### src/rtl/ym_pkg.sv
// Shared register addresses and bit positions for the YM2610 timer front end.
package ym_pkg;

    localparam logic [8:0] YM_REG_TA_HI = 9'h024;
    localparam logic [8:0] YM_REG_TA_LO = 9'h025;
    localparam logic [8:0] YM_REG_TB    = 9'h026;
    localparam logic [8:0] YM_REG_TCTRL = 9'h027;

    localparam int CFG_LOAD_A  = 0;
    localparam int CFG_LOAD_B  = 1;
    localparam int CFG_IRQEN_A = 2;
    localparam int CFG_IRQEN_B = 3;
    localparam int CFG_CLR_A   = 4;
    localparam int CFG_CLR_B   = 5;

    localparam int ST_BUSY   = 7;
    localparam int ST_FLAG_B = 1;
    localparam int ST_FLAG_A = 0;

endpackage

### src/rtl/ym_busy.sv
// Write-busy down-counter: reloads on each accepted data write.
module ym_busy
    import ym_pkg::*;
#(
    parameter int BUSY_CYCLES = 32
) (
    input  logic clk,
    input  logic rst,
    input  logic load,
    output logic busy
);

    logic [6:0] count_q;
    logic [6:0] count_d;

    always_comb begin
        count_d = count_q;
        if (load) begin
            count_d = 7'(BUSY_CYCLES);
        end else if (count_q != 7'd0) begin
            count_d = count_q - 7'd1;
        end
    end

    always_ff @(posedge clk) begin
        if (rst) begin
            count_q <= 7'd0;
        end else begin
            count_q <= count_d;
        end
    end

    assign busy = (count_q != 7'd0);

endmodule

### src/rtl/ym_timer_regs.sv
// Z80 port decoder for YM2610 timer registers, status readback and
// forwarding of all other register writes.
module ym_timer_regs
    import ym_pkg::*;
#(
    parameter int BUSY_CYCLES = 32
) (
    input  logic       CLK,
    input  logic       RESET,
    input  logic       nCS,
    input  logic       nWR,
    input  logic       nRD,
    input  logic [1:0] A,
    input  logic [7:0] D_IN,
    input  logic       FLAG_A,
    input  logic       FLAG_B,
    output logic [7:0] D_OUT,
    output logic [9:0] YMTIMER_TA_LOAD,
    output logic [7:0] YMTIMER_TB_LOAD,
    output logic [5:0] YMTIMER_CONFIG,
    output logic       set_run_A,
    output logic       clr_run_A,
    output logic       set_run_B,
    output logic       clr_run_B,
    output logic       REG_WE,
    output logic [8:0] REG_ADDR,
    output logic [7:0] REG_DATA,
    output logic       BUSY
);

    logic       ws;
    logic       ws_q;
    logic       accept;
    logic       data_wr;
    logic [8:0] addr_q, addr_d;
    logic [9:0] ta_q, ta_d;
    logic [7:0] tb_q, tb_d;
    logic [5:0] cfg_q, cfg_d;
    logic [3:0] run_q, run_d;
    logic       we_q, we_d;
    logic [8:0] waddr_q, waddr_d;
    logic [7:0] wdata_q, wdata_d;
    logic       busy;

    assign ws      = ~nCS & ~nWR;
    assign accept  = ws & ~ws_q;
    assign data_wr = accept & A[0] & ~busy;

    always_comb begin
        addr_d  = addr_q;
        ta_d    = ta_q;
        tb_d    = tb_q;
        cfg_d   = {2'b00, cfg_q[3:0]};
        run_d   = 4'b0000;
        we_d    = 1'b0;
        waddr_d = waddr_q;
        wdata_d = wdata_q;
        if (accept && !A[0]) begin
            addr_d = {A[1], D_IN};
        end
        if (data_wr) begin
            case (addr_q)
                YM_REG_TA_HI: ta_d[9:2] = D_IN;
                YM_REG_TA_LO: ta_d[1:0] = D_IN[1:0];
                YM_REG_TB:    tb_d = D_IN;
                YM_REG_TCTRL: begin
                    cfg_d = D_IN[5:0];
                    // run order: {clr_B, set_B, clr_A, set_A}
                    run_d[0] = D_IN[CFG_LOAD_A] & ~cfg_q[CFG_LOAD_A];
                    run_d[1] = ~D_IN[CFG_LOAD_A] & cfg_q[CFG_LOAD_A];
                    run_d[2] = D_IN[CFG_LOAD_B] & ~cfg_q[CFG_LOAD_B];
                    run_d[3] = ~D_IN[CFG_LOAD_B] & cfg_q[CFG_LOAD_B];
                end
                default: begin
                    we_d    = 1'b1;
                    waddr_d = addr_q;
                    wdata_d = D_IN;
                end
            endcase
        end
    end

    always_ff @(posedge CLK) begin
        if (RESET) begin
            ws_q    <= 1'b0;
            addr_q  <= 9'd0;
            ta_q    <= 10'd0;
            tb_q    <= 8'd0;
            cfg_q   <= 6'd0;
            run_q   <= 4'd0;
            we_q    <= 1'b0;
            waddr_q <= 9'd0;
            wdata_q <= 8'd0;
        end else begin
            ws_q    <= ws;
            addr_q  <= addr_d;
            ta_q    <= ta_d;
            tb_q    <= tb_d;
            cfg_q   <= cfg_d;
            run_q   <= run_d;
            we_q    <= we_d;
            waddr_q <= waddr_d;
            wdata_q <= wdata_d;
        end
    end

    ym_busy #(
        .BUSY_CYCLES(BUSY_CYCLES)
    ) u_busy (
        .clk (CLK),
        .rst (RESET),
        .load(data_wr),
        .busy(busy)
    );

    always_comb begin
        D_OUT            = 8'h00;
        D_OUT[ST_BUSY]   = busy;
        D_OUT[ST_FLAG_B] = FLAG_B;
        D_OUT[ST_FLAG_A] = FLAG_A;
    end

    assign YMTIMER_TA_LOAD = ta_q;
    assign YMTIMER_TB_LOAD = tb_q;
    assign YMTIMER_CONFIG  = cfg_q;
    assign set_run_A       = run_q[0];
    assign clr_run_A       = run_q[1];
    assign set_run_B       = run_q[2];
    assign clr_run_B       = run_q[3];
    assign REG_WE          = we_q;
    assign REG_ADDR        = waddr_q;
    assign REG_DATA        = wdata_q;
    assign BUSY            = busy;

    logic unused_rd;
    assign unused_rd = nRD;

endmodule

### config.mk
export PLATFORM = sky130hd
export DESIGN_NAME = ym_timer_regs
export DESIGN_NICKNAME = d
export VERILOG_FILES = /design/src/rtl/ym_pkg.sv /design/src/rtl/ym_busy.sv /design/src/rtl/ym_timer_regs.sv
export SDC_FILE = /design/constraint.sdc
export NUM_CORES = 1
export LEC_CHECK = 0
export ABC_CLOCK_PERIOD_IN_PS = 4700
export CORE_MARGIN = 1
export CORE_UTILIZATION = 45
export CTS_BUF_LIST = sky130_fd_sc_hd__clkbuf_2 sky130_fd_sc_hd__clkbuf_4 sky130_fd_sc_hd__clkbuf_8
export DETAILED_ROUTE_END_ITERATION = 6
export PLACE_DENSITY_LB_ADDON = 0.08
export RECOVER_POWER = 25
export SLEW_MARGIN = 20
export SYNTH_ARGS = -nofsm -noshare
export SYNTH_HDL_FRONTEND = slang
export SYNTH_SLANG_ARGS = --single-unit
### constraint.sdc
create_clock -name CLK -period 4.7 [get_ports CLK]
set_input_delay 0.94 -clock CLK [delete_from_list [all_inputs] [get_ports CLK]]
set_output_delay 0.94 -clock CLK [all_outputs]
set_load 0.03 [all_outputs]
Word-level counts from Yosys, hierarchy flattened. Index checks and enable logic that the tools add are counted.

Register bits after elaboration: 63. Latch bits: 0. Memory bits (writable): 0. ROM bits: 0. Bits of input ports: 17. Output and inout port bits: 55. Logic and storage cells: 53. Memories: 0.

$add $sub $neg: 1. Multipliers: 0. Div/mod/pow operators: 0. $lt $le $gt $ge: 0. Equal/unequal tests: 4. Shift operators: 0. Multiplexer cells: 3. Bitwise operators: 19. Reduce and logical (&&, ||, !) cells: 13.

Operators with widths (number): $eq 9x6->1 const B (4); $mux 6 (2); $not 1->1 (11); $reduce_and 2->1 (5); $and 1x1->1 (8); $reduce_bool 7->1 (1); $sub 7x1->7 const B (1); $reduce_or 2->1 (2); $reduce_or 4->1 (1); $reduce_or 3->1 (1); $reduce_bool 2->1 (1); $logic_and 1x1->1 (1); $logic_not 1->1 (1); $mux 1 (1).

Depth between registers and ports, before layout. Gate-level depths: netlist (run 1).

Word-level depth: 7. Gate-level depth with buffers: 8. Depth with buffers taken out: 7.

Modules after synthesis. From an unflattened synthesis (run 1), not the netlist that was laid out.

Cell total of the unflattened synthesis: 262. Area total of the unflattened synthesis: 2757.6 um^2.

Modules (own cells, without submodules): ym_timer_regs (times used 1, cells each 224, area an instance 2401.1 um^2, seq. area each 1121.1 um^2); ym_busy (times used 1, cells each 38, area an instance 356.6 um^2, seq. area each 140.1 um^2).

Worst setup path before layout (run 1). Ideal clock, no wire load.

Path kind: in2reg. Start point: input nCS. End point: register ta_q[2] (netlist: YMTIMER_TA_LOAD[2]). Library setup time: 0.072 ns. Data arrival time: 2.735 ns. Data required time: 4.628 ns. Setup slack: 1.893 ns. Stages: 5. Buffers on the path: 1. Cells stage by stage: or4b_1 or3_4 buf_6 nor4_4 mux2i_1.

Cells in the longest elaborated chain, start to end: 6.

RTL lines: start: declaration (RTL line ym_timer_regs.sv:10) `input logic nCS,`; $not 1->1 (RTL line ym_timer_regs.sv:45) `assign ws = ~nCS & ~nWR;`; $and 1x1->1 (RTL line ym_timer_regs.sv:45); $and 1x1->1 (RTL line ym_timer_regs.sv:46) `assign accept = ws & ~ws_q;`; $and 1x1->1 (2 in a row) (RTL line ym_timer_regs.sv:47) `assign data_wr = accept & A[0] & ~busy;`; $reduce_and 2->1 (no line); end signal: assignment (RTL line ym_timer_regs.sv:97) `ta_q <= ta_d;`; end: declaration (RTL line ym_timer_regs.sv:36) `logic [9:0] ta_q, ta_d;`.

Every way passes these cells. A chain may end at the register's enable or synchronous reset.

==> flow_summary.ini, run 1 <==
[floorplanning]
die_h_um = 76.0
core_sq_um = 5200
rows = 26
die_x_um = 76.0
initial_core_util = 0.474
pin_count = 72
dieArea_sq_um = 5780

[routing]
drc = 0
drt_pre_antenna_iters = 4
vias = 2004
routed-wl-met2_mm = 2.51
wl_per_cell_um = 13.2
antenna_left = 0
wl_mm = 5.19
first_iter_violations = 88
vias_per_cell = 5.09
wl_met3_um = 300
m1WireLength_mm = 2.31
routed.top_layer = met4

[place]
dp_hpwl_mm = 3.47
post-place-ws_ns = 1.18
io_buffers = 61
gp_congestion = 0.787
placed_cells = 379

[power_and_ir_drop]
p_leak_nw = 1.28
vdd_drop_max_mv = 0.248
powerDensity_nw_per_um2 = 419

[final_layout]
drive_gt1_frac = 0.0679
final_nets = 339
fill_cells = 475
antenna_cells = 0
seq_area_sq_um = 1260
stdcell_count = 394
areaGrowthSynthToFinish_pct = 33.9
multi_input_area_sq_um = 1070
final_core_util = 0.635

[worst_hold_path]
hp-class = flip-flop to flip-flop
hold-path-cell-count = 2

[grt]
grt_pass1_vias = 1807
grt_max_degree = 38
grt_pass1_wl_mm = 8.91
grtUsageTotal = 0.198
antenna_found_initial = 0
overflow = 0

[worst_setup_path]
path_class = primary input to flip-flop
cp-start-kind = primary input
cp.arrival_ns = 3.92
crit_path_max_fanout = 37
critical_path_required_ns = 4.89
reg2reg_depth = 4
end_kind = flip-flop

[clocking]
cts-root-buf = clkbuf_8
htreeDepth = 3
clock_latency_ns = 0.33
postCtsHoldBufs = 0
cts_buffer_depth = 2
cts_setup_buffers = 0
clkSinkCount = 63
post_cts_resized = 0
numCtsBuffers = 9
clkSlewWorstSetupHoldPaths_ns = 0.07
cts_tree = built

[synthesis]
yosysUniqueCellTypes = 31
synthCells = 267
synth_seq_area_share = 0.511
synth_area_sq_um = 2470
postSynth.asyncResetShare = 0
synth_edf_count = 0
syn-mean-instance-area_sq_um = 9.24
ys_ff_latch = 63
synth_warnings = 0
synthFlopType = dfxtp_1

[sta]
fin_ws_ns = 0.971
tightestPinTransition_ns = 1.54
clock.fmax_ghz = 0.268
setup_viol = 0
post-route-period-util = 0.793
hold_ws_ns = 0.454
final-max-slew-violation-count = 38
rsz0062_at_grt = false
hold_viol_final = 0
fin_setup_tns_ns = 0
final.setup_skew_ns = 0.00810
period_needed_ns = 3.73
slew_headroom = -0.0258

[flow_run]
maxCapViolCount = 1

[status]
violations = max-capacitance violations, max-slew violations
status = finished with violations
## logic make-up after synthesis
family,share of synthesized area
AOI/OAI and AO/OA,0.0811
xor gates and xnor gates,0.0107
adders and majority gates,0.0101
buffers and inverters,0.0644
DFF,0.511
muxes,0.126
other,0.00152
and+or+nand+nor,0.195
## per-layer routing
| layer | GRT usage | vias to the layer above |
|---|---|---|
| met1 | 0.245 | 942 |
| met4 | 0.0769 | 0 |
| met5 | 0 | - |
| li1 | - | 1004 |
| met2 | 0.314 | 52 |
| met3 | 0.0731 | 6 |
## final timing paths
path / start / endpoint / slack [ns]
hold reg to reg: YMTIMER_TA_LOAD[5] / YMTIMER_TA_LOAD[5] / 0.45
setup / recovery: RESET / YMTIMER_TA_LOAD[3] / 0.97
setup reg to reg: u_busy.count_q[2] / YMTIMER_TA_LOAD[4] / 2.29
hold / removal: YMTIMER_TA_LOAD[5] / YMTIMER_TA_LOAD[5] / 0.45
## Yosys cell counts, types with 2 or more instances
cell type,number,area (sq um)
a211oi_1,2,15.0
a21oi_1,20,100
buf_1,3,11.3
buf_4,8,60.1
clkbuf_1,13,48.8
dfxtp_1,63,1260
ha_1,2,25.0
inv_1,6,22.5
mux2i_1,31,310
nand2_1,40,150
nand2b_1,2,12.5
nand3_1,15,75.1
nand4b_1,2,17.5
nor2_1,14,52.6
nor3_1,7,35.0
nor3b_1,5,37.5
nor4_1,2,12.5
o21ai_0,17,85.1
or3_1,2,12.5
xnor2_1,2,17.5
## stage by stage
| step | power [mW] | instance area, sq um |
|---|---|---|
| 4_1_cts | 1.40 | 3310 |
| 3_3_place_gp | 0.862 | 3080 |
| 6_report | 1.38 | 3300 |
| 5_1_grt | 1.45 | 3300 |
| 2_1_floorplan | 0.799 | 2480 |
| 3_5_place_dp | 0.865 | 3080 |
## registers in the layout (all words and copies together) (netlist names)
name,cells
YMTIMER_TA_LOAD,10
REG_ADDR,9
addr_q,9
REG_DATA,8
YMTIMER_TB_LOAD,8
u_busy.count_q,7
YMTIMER_CONFIG,6
run_q,4
REG_WE,1
ws_q,1
## critical path, stage by stage
cell and delay, ns:
dlygate4sd3_1 0.52, clkbuf_1 1.11, inv_1 0.86, nand2_1 0.36, mux2i_1 0.11
## where the power goes
part / leakage (nW) / total, mW / switching (mW) / internal [mW]
clock network: 0.118 / 0.531 / 0.193 / 0.338
registers: 0.510 / 0.591 / 0.0263 / 0.564
logic: 0.653 / 0.263 / 0.153 / 0.110
total: 1.28 / 1.38 / 0.372 / 1.01
## cells in the final DEF, fill, tap and decap left out, types with 2 or more instances in the layout
| cell type | instances |
|---|---|
| nand4b_1 | 2 |
| conb_1 | 5 |
| nor3_1 | 6 |
| o21ai_0 | 17 |
| ha_1 | 2 |
| clkbuf_8 | 12 |
| clkdlybuf4s50_1 | 50 |
| bufinv_16 | 2 |
| nor2_1 | 14 |
| dfxtp_1 | 63 |
| nand2_1 | 40 |
| mux2i_1 | 31 |
| nor3b_1 | 5 |
| a21oi_1 | 20 |
| nand2b_1 | 2 |
| buf_4 | 2 |
| or3_1 | 2 |
| nand3_1 | 15 |
| xnor2_1 | 2 |
| dlygate4sd3_1 | 11 |
| inv_1 | 6 |
| a211oi_1 | 2 |
## layout make-up
cell class	instances	share of cell area
clock inverter	3	0.0197
clock buffer	12	0.0500
inverter	6	0.00682
timing repair buffer	64	0.190
tap	70	0.0265
sequential	63	0.382
multi-input combinational	176	0.325
(Power assumes the default switching activity.)
==> run 2, diff against run 1 <==
--- a/config.mk
+++ b/config.mk
@@ -5,9 +5,9 @@
 export SDC_FILE = /design/constraint.sdc
 export NUM_CORES = 1
 export LEC_CHECK = 0
-export ABC_CLOCK_PERIOD_IN_PS = 4700
+export ABC_CLOCK_PERIOD_IN_PS = 3100
 export CORE_MARGIN = 1
-export CORE_UTILIZATION = 45
+export CORE_UTILIZATION = 44
 export CTS_BUF_LIST = sky130_fd_sc_hd__clkbuf_2 sky130_fd_sc_hd__clkbuf_4 sky130_fd_sc_hd__clkbuf_8
 export DETAILED_ROUTE_END_ITERATION = 6
 export PLACE_DENSITY_LB_ADDON = 0.08
==> constraint.sdc (replaced) <==
create_clock -name CLK -period 3.1 [get_ports CLK]
set_input_delay 0.62 -clock CLK [delete_from_list [all_inputs] [get_ports CLK]]
set_output_delay 0.62 -clock CLK [all_outputs]
set_load 0.03 [all_outputs]
==> flow_summary.ini, run 2 (synthesized netlist as in run 1, its figures left out) <==
[status]
status = complete, no violations

[power_and_ir_drop]
sequentialPowerShare = 0.462
internal_power_mw = 1.37
p_clk_frac = 0.321
comb_power_share = 0.217
p_sw_uw = 561
p_leak_nw = 1.29
switching_share = 0.290
vdd_drop_max_mv = 0.366
powerDensity_nw_per_um2 = 587

[sta]
slew_headroom = 0.452
post-route-period-util = 0.902
fin_setup_tns_ns = 0
final-max-slew-violation-count = 0
period_needed_ns = 2.80
hold_ws_ns = 0.458
final.setup_skew_ns = 0.00478
setup_viol = 0
rsz0062_at_grt = false
tightestPinTransition_ns = 0.822
clock.fmax_ghz = 0.358
hold_viol_final = 0

[clocking]
clkSlewWorstSetupHoldPaths_ns = 0.06
postCtsHoldBufs = 0
cts-root-buf = clkbuf_8
cts_buffer_depth = 2
clkSinkCount = 63
htreeDepth = 3
numCtsBuffers = 9
cts_tree = built
clock_latency_ns = 0.32
cts_setup_buffers = 0
post_cts_resized = 0

[place]
dp_hpwl_mm = 3.70
io_buffers = 61
gp_congestion = 0.750
placed_cells = 386

[worst_setup_path]
critical_path_required_ns = 2.48
reg2reg_depth = 4
crit_start = u_busy.count_q[0]
end_kind = output port
cp.arrival_ns = 2.18
path_class = flip-flop to output port
crit_path_max_fanout = 6
rrSetupSlack_ns = 0.86
reg2reg_from = u_busy.count_q[2]
cp-start-kind = flip-flop
reg2reg_to = run_q[3]

[worst_hold_path]
min_from = YMTIMER_TA_LOAD[5]
hp-class = flip-flop to flip-flop
holdPathEnd = YMTIMER_TA_LOAD[5]
hold-path-cell-count = 2

[floorplanning]
pin_count = 72
die_x_um = 76.9
rows = 26
core_sq_um = 5240
dieArea_sq_um = 5910
die_h_um = 76.9
initial_core_util = 0.471

[final_layout]
fill_cells = 479
final_common_cell = dfxtp_1
final_nets = 346
final_core_util = 0.629
areaGrowthSynthToFinish_pct = 33.4
antenna_cells = 0
stdcell_count = 402
layout_common_cells = 63 x dfxtp_1, 49 x clkdlybuf4s50_1, 40 x nand2_1, 31 x mux2i_1, 20 x a21oi_1
largest_register_ffs = 10
drive_gt1_frac = 0.0813

[grt]
grt_max_degree = 31
grt_pass1_vias = 1813
grt_pass1_wl_mm = 9.16
overflow = 0
antenna_found_initial = 0
grtUsageTotal = 0.199

[routing]
drt_pre_antenna_iters = 4
first_iter_violations = 84
vias_per_cell = 5.04
wl_mm = 5.31
wl_per_cell_um = 13.2
vias = 2026
antenna_left = 0
drc = 0

[flow_run]
maxCapViolCount = 0
run 2: changes by cell type in the layout (fill, tap and decap cells not counted):
cell and delta:
buf_4 +5, bufinv_16 -2, clkbuf_1 +2, clkbuf_4 +1
clkbuf_8 -1, clkdlybuf4s50_1 -1, clkinv_2 +3, dlygate4sd3_1 +1
nor4_1 +1, nor4_2 -1
run 2: per-stage QoR:
stage,power [mW],worst slack (ns),instance area [sq um]
after CTS,1.96,0.262,3310
final,1.93,0.304,3290
after floorplan,1.21,0.613,2480
after global placement,1.32,0.126,3130
after global routing,2.07,0.0984,3290
after detailed placement,1.33,0.130,3130
run 2: power by group through the flow:
stage / Combinational [mW] / Sequential (mW) / Clock [mW]
finish: 0.419 / 0.894 / 0.621
global route: 0.471 / 0.903 / 0.693
floorplan: 0.295 / 0.916 / 0
detailed placement: 0.422 / 0.911 / 0
CTS: 0.424 / 0.893 / 0.644
global placement: 0.414 / 0.911 / 0
run 2: critical path: stages (launching register included):
cell             delay [ns]
dfxtp_1                0.35
inv_1                  0.08
ha_1                   0.21
nand2b_1               0.15
nor2_1                 0.07
buf_4                  0.15
inv_1                  0.15
clkdlybuf4s50_1        0.70
run 2: worst max path at each step:
stage                     cells after the start  slack [ns]            endpoint
final                                         7        0.30                BUSY
after global routing                          7         0.1            D_OUT[7]
after CTS                                     7        0.26                BUSY
after detailed placement                      5        0.13            run_q[1]
after global placement                        5        0.13            run_q[3]
after floorplan                               5        0.61  YMTIMER_TA_LOAD[2]
run 2: final cells by class:
cell class / count / area, sq um / share of cell area
timing repair buffer: 71 / 674 / 0.205
inverter: 6 / 22.5 / 0.00684
sequential: 63 / 1260 / 0.383
multi-input combinational: 176 / 1070 / 0.324
clock buffer: 12 / 159 / 0.0483
clock inverter: 4 / 20.0 / 0.00608
tap: 70 / 87.6 / 0.0266
run 2: routing by layer:
| layer | GRT usage | up-vias | wire length [um] |
|---|---|---|---|
| met5 | 0 | - | 0 |
| met4 | 0.0519 | 0 | 25 |
| met3 | 0.0786 | 2 | 311 |
| met2 | 0.301 | 62 | 2520 |
| met1 | 0.263 | 943 | 2450 |
| li1 | - | 1019 | - |
